[src/rtl/irq_vector_arbiter.sv]
// irq_vector_arbiter
//
// Sits between the interrupt controller's pending register and the CPU core.
// It picks one pending source (fixed or round-robin priority), presents its
// index to the CPU with a valid/ready claim, waits for end-of-interrupt, then
// pulses a one-hot acknowledge back to the controller. After the acknowledge
// it waits out a short hold-off, so a pending bit that has not yet been
// cleared is not granted a second time.
//
// Parameters:
//   INTR_WIDTH     - number of interrupt sources (>= 2)
//   IDX_WIDTH      - width of the vector index
//   ROUND_ROBIN    - 1: round-robin priority, 0: fixed priority (lowest index wins)
//   HOLDOFF_CYCLES - idle cycles after the ack before re-arbitration (1..15)
//
// Ports:
//   clk            - rising-edge clock
//   reset_n        - asynchronous active-low reset
//   intr_pending   - pending vector from the interrupt controller
//   cpu_irq_valid  - a vector is being presented to the CPU
//   cpu_irq_vector - granted source index, stable while presented
//   cpu_irq_ready  - CPU claims the presented vector
//   cpu_eoi        - single-cycle end-of-interrupt pulse from the CPU
//   intr_ack       - one-hot acknowledge pulse to the interrupt controller
//   in_service     - a claimed interrupt is being serviced
//   spurious_count - saturating count of grants withdrawn before claim
//
// Every output is a flop. Next values are built from the next state, so no
// input reaches an output without passing through a register.

module irq_vector_arbiter #(
  parameter int INTR_WIDTH     = 8,
  parameter int IDX_WIDTH      = $clog2(INTR_WIDTH),
  parameter int ROUND_ROBIN    = 1,
  parameter int HOLDOFF_CYCLES = 2
) (
  input  logic                  clk,
  input  logic                  reset_n,
  input  logic [INTR_WIDTH-1:0] intr_pending,
  output logic                  cpu_irq_valid,
  output logic [IDX_WIDTH-1:0]  cpu_irq_vector,
  input  logic                  cpu_irq_ready,
  input  logic                  cpu_eoi,
  output logic [INTR_WIDTH-1:0] intr_ack,
  output logic                  in_service,
  output logic [7:0]            spurious_count
);

  // The candidate sum needs one extra bit so base + offset can exceed the
  // last index before it is wrapped back into range.
  localparam int                 SUM_WIDTH = IDX_WIDTH + 1;
  localparam logic [IDX_WIDTH-1:0] LAST_IDX  = IDX_WIDTH'(INTR_WIDTH - 1);
  localparam logic [3:0]         HOLD_LOAD = 4'(HOLDOFF_CYCLES - 1);

  typedef enum logic [2:0] {
    IDLE    = 3'd0,
    PRESENT = 3'd1,
    SERVICE = 3'd2,
    ACK     = 3'd3,
    HOLDOFF = 3'd4
  } state_t;

  state_t                  state, state_next;
  logic [IDX_WIDTH-1:0]    rr_ptr, rr_next;
  logic [IDX_WIDTH-1:0]    vector_next;
  logic [3:0]              hold_cnt, hold_next;
  logic [7:0]              spur_next;
  logic                    valid_next;
  logic                    service_next;
  logic [INTR_WIDTH-1:0]   ack_next;

  logic [IDX_WIDTH-1:0]    base;
  logic [SUM_WIDTH-1:0]    cand_sum;
  logic [IDX_WIDTH-1:0]    cand;
  logic [IDX_WIDTH-1:0]    winner;
  logic                    found;

  // Winner search. Walks every source starting at the base index (rr_ptr in
  // round-robin mode, 0 in fixed mode), wrapping past the last source, and
  // keeps the first pending one. The explicit wrap also works for widths
  // that are not a power of two.
  always_comb begin
    base     = (ROUND_ROBIN != 0) ? rr_ptr : '0;
    winner   = '0;
    found    = 1'b0;
    cand_sum = '0;
    cand     = '0;
    for (int i = 0; i < INTR_WIDTH; i++) begin
      cand_sum = {1'b0, base} + SUM_WIDTH'(i);
      if (cand_sum >= SUM_WIDTH'(INTR_WIDTH)) begin
        cand_sum = cand_sum - SUM_WIDTH'(INTR_WIDTH);
      end
      cand = cand_sum[IDX_WIDTH-1:0];
      if (!found && intr_pending[cand]) begin
        winner = cand;
        found  = 1'b1;
      end
    end
  end

  // Next-state logic. A claim takes precedence over a withdrawal seen in the
  // same cycle. The round-robin pointer moves only on a successful claim, so
  // a withdrawn grant leaves the priority order untouched. The registered
  // outputs are derived from the state being entered, which keeps each one
  // aligned with its state.
  always_comb begin
    state_next   = state;
    vector_next  = cpu_irq_vector;
    rr_next      = rr_ptr;
    hold_next    = hold_cnt;
    spur_next    = spurious_count;
    valid_next   = 1'b0;
    service_next = 1'b0;
    ack_next     = '0;

    case (state)
      IDLE: begin
        if (|intr_pending) begin
          state_next  = PRESENT;
          vector_next = winner;
        end
      end
      PRESENT: begin
        if (cpu_irq_ready) begin
          state_next = SERVICE;
          rr_next    = (cpu_irq_vector == LAST_IDX) ? '0 : cpu_irq_vector + 1'b1;
        end else if (!intr_pending[cpu_irq_vector]) begin
          state_next = IDLE;
          if (spurious_count != 8'hFF) begin
            spur_next = spurious_count + 8'd1;
          end
        end
      end
      SERVICE: begin
        if (cpu_eoi) begin
          state_next = ACK;
        end
      end
      ACK: begin
        state_next = HOLDOFF;
        hold_next  = HOLD_LOAD;
      end
      HOLDOFF: begin
        if (hold_cnt == 4'd0) begin
          state_next = IDLE;
        end else begin
          hold_next = hold_cnt - 4'd1;
        end
      end
      default: begin
        state_next = IDLE;
      end
    endcase

    valid_next   = (state_next == PRESENT);
    service_next = (state_next == SERVICE);
    if (state_next == ACK) begin
      ack_next[vector_next] = 1'b1;
    end
  end

  // State and output registers. Reset clears everything immediately,
  // including mid-grant or mid-service, so no acknowledge is ever emitted
  // for an interrupt cut short by reset.
  always_ff @(posedge clk or negedge reset_n) begin
    if (!reset_n) begin
      state          <= IDLE;
      rr_ptr         <= '0;
      hold_cnt       <= 4'd0;
      cpu_irq_valid  <= 1'b0;
      cpu_irq_vector <= '0;
      intr_ack       <= '0;
      in_service     <= 1'b0;
      spurious_count <= 8'd0;
    end else begin
      state          <= state_next;
      rr_ptr         <= rr_next;
      hold_cnt       <= hold_next;
      cpu_irq_valid  <= valid_next;
      cpu_irq_vector <= vector_next;
      intr_ack       <= ack_next;
      in_service     <= service_next;
      spurious_count <= spur_next;
    end
  end

endmodule

[config.mk]
export PLATFORM = sky130hd
export DESIGN_NAME = irq_vector_arbiter
export DESIGN_NICKNAME = d
export VERILOG_FILES = /design/src/rtl/irq_vector_arbiter.sv
export SDC_FILE = /design/constraint.sdc
export NUM_CORES = 1
export LEC_CHECK = 0
export CAP_MARGIN = 40
export CORE_ASPECT_RATIO = 0.5
export CORE_UTILIZATION = 40
export DETAILED_ROUTE_END_ITERATION = 10
export SYNTH_ARGS = -nofsm -noshare
export SYNTH_HDL_FRONTEND = slang
export SYNTH_SLANG_ARGS = --single-unit
[constraint.sdc]
create_clock -name clk -period 3.98 [get_ports clk]
set_input_delay 0.796 -clock clk [delete_from_list [all_inputs] [get_ports clk]]
set_output_delay 0.796 -clock clk [all_outputs]
set_load 0.005 [all_outputs]
==> run metrics <==
result of the run=complete, no violations; number of buffers inserted during clock tree synthesis=5; final setup vio count=0; largest net degree at the start of global routing=32; Yosys cell types=56; total power density per cell area=926 nW/um^2; Worst EP arrival=3.49 ns; most common flop cell mapped by yosys=dfrtp_1; portion of the clock cycle consumed by the worst path in the final layout=0.838; final global-route overflow total=0; number of DRC markers after the initial detailed-route iteration=66; Boundary Pins=33; Hold Slack=0.505 ns; net count after synthesis=250; Mapped Cells=231; delay of the slowest critical-path stage=0.65 ns; cell at the root of the clock tree=clkbuf_16; detailed-route via count=1903; Slew @ Worst Pin=0.971 ns; Slew Viols, Final=0; antenna violations before repair=0; Pre-antenna DRT Iters=4; count of hold-fix buffers inserted at cts=0; hold violation count in the final report=0; clock latency on the worst-skew pair=0.27 ns; path depth of the worst reg2reg path=10; overall fraction of global-route tracks in use=0.192; Placeable Area=5630 um^2; detailed placer's ending HPWL=4.19 mm; post-synthesis async set-or-reset flop share=1.00; maximum clock frequency=0.300 GHz; met3 GRT Util=0.0324; Clock Pin Slew Worst Setup and Hold Paths=0.05 ns; number of gates given a new drive strength after cts=0; sequential cell area=776 um^2; worst vdd ir=0.324 mV; clock net sink count=31; Crit. End Element=flop; required time of the critical path=4.14 ns; Net count, final=283; critical-path cell list=clkdlybuf4s50_1 -> mux4_1 -> mux2_4 -> or2_4 -> or4_1 -> o211ai_2 -> a21oi_4 -> nor2b_1; number of global-route vias before repair=1918; CTS tree=done; r2r setup slk=0.71 ns; average instance area after synthesis=10.4 um^2; setup repair bufs after CTS=0; CP max stage cell=mux4_1; global routing met2 resource utilization=0.310; total standard cell area after synthesis=2400 um^2; Tightest Hold Check Type=reg -> reg; maximum fanout along the worst path=10; setup repair after global routing missed its margin=no; Slew headroom=0.336; fraction of final layout cells with drive strength greater than 1=0.192; max-cap violations=0; Wirelength per Cell=16.3 um; total power consumption of the routed design=2750 uW; count of yosys warnings during synthesis=0; worst reg2reg path startpoint=base[0]; Period minus WS final=3.33 ns; Die X-Extent=112 um; leakage component of the power=0.00121 uW; worst r2r dst=intr_ack[2]; number of flops mapped to enable cells by yosys=0; proportion of synthesized chip area in sequential cells=0.323; Synth-to-Final Area Change=23.5%; Antenna Violating Nets Remaining=0; depth of the CTS H-tree=2; Longest Clk Path Bufs=2; area enclosed by the die boundary=6340 um^2; final-layout fill cell count=495; Critical Path End=intr_ack[2]; clock skew=0.00303 ns; met1 track utilization from global routing=0.266; Row Count=19; final-layout setup total negative slack=0 ns; placer's final routability congestion estimate=0.919; global routing's busiest layer=met2; footprint of the multi-input gates=1500 um^2; initial core utilization=0.426; via/cell ratio=5.63; critical path startpoint category=input pin; post-synthesis sequential element count=31; wire length after detailed routing=5.51 mm; count of inserted antenna diode cells=0; critical setup path kind=in -> reg; Remaining DRCs=0; worst setup path start=intr_pending[2]; wire length of the first global-routing pass=9.58 mm; count of input and output buffers=32; Die Span Y=56.8 um
==> synth_stat cells (5+ instances only) <==
cell       n  area [um^2]
buf_2      7         35.0
mux2_2     9          101
ha_1       7         87.6
o21ai_0    9         45.0
inv_1      8         30.0
clkbuf_2   6         30.0
mux2i_1   12          120
xor2_1     7         61.3
nor2b_1    9         56.3
dfrtp_1   31          776
xnor2_1    5         43.8
mux4_2    14          315
nor2_1    25         93.8
nand3_1    7         35.0
nand2_1   16         60.1
a21oi_1    5         25.0
==> where the power goes <==
group          switching [uW]  internal, uW
Sequential                126           410
Combinational             919           867
Clock                     131           294
==> cell families after synthesis <==
logic type / share of synthesized area
and+or+nand+nor: 0.177
AOI/OAI and AO/OA: 0.128
muxes: 0.241
DFF: 0.323
buffers and inverters: 0.0521
xor gates and xnor gates: 0.0437
adders and majority gates: 0.0365
==> cell type report <==
cell class / count / area share
clock buffers: 5 / 0.0422
clock inverters: 3 / 0.0148
inverters: 9 / 0.0114
multi-input cells: 175 / 0.506
flip-flops and latches: 31 / 0.261
well taps: 73 / 0.0308
repair buffers: 42 / 0.133
==> per-layer routing <==
metal	up-vias	wire length [um]
li1	925	-
met1	924	2650
met4	0	34
met5	-	0
met2	50	2520
met3	4	294
==> worst min-delay path by stage <==
stage	startpoint	end	slack, ns	cells past startpoint
2_1_floorplan	spurious_count[7]	spurious_count[7]	0.48	1
3_3_place_gp	spurious_count[6]	spurious_count[6]	0.49	1
3_5_place_dp	spurious_count[7]	spurious_count[7]	0.49	1
4_1_cts	spurious_count[7]	spurious_count[7]	0.50	1
5_1_grt	spurious_count[7]	spurious_count[7]	0.54	1
6_report	spurious_count[7]	spurious_count[7]	0.50	1
==> sequential cells by signal, summed over array words and instances (netlist names) <==
name,flops
cpu_irq_vector,3
base,3
in_service,1
state,3
intr_ack,8
hold_cnt,4
spurious_count,8
cpu_irq_valid,1
==> per-stage QoR <==
stage	std cells	cell area, um^2	setup WS, ns	util
after floorplan	231	2400	0.913	-
after global placement	330	2800	0.418	0.497
after detailed placement	330	2800	0.406	0.497
after CTS	338	2970	0.663	0.527
after global routing	338	2970	0.509	0.527
final	338	2970	0.646	0.527
==> critical path, delay by kind of cell <==
kind                   cells  cell delay [ns]
multiplexers               2             0.99
AND/OR/NAND/NOR            3             0.90
buffers and inverters      1             0.58
AO/OA/AOI/OAI              2             0.21
==> cells in the final DEF, fill, tap and decap left out, types with 2 or more instances in the layout <==
cell             count
nand3b_1             3
ha_1                 7
nand3_1              7
inv_1                8
mux2i_1             12
buf_4               10
mux2_2               9
clkbuf_16            5
a21oi_1              5
nand2b_1             3
xnor2_1              5
nor2b_1              9
clkdlybuf4s50_1     32
dfrtp_1             31
nor2_1              25
a31oi_1              2
nand4_1              4
xor2_1               7
mux4_2              14
nor4_1               4
o21ai_0              9
nand2_1             16
a211oi_1             2
o31ai_1              2
(Power assumes the default switching activity.)
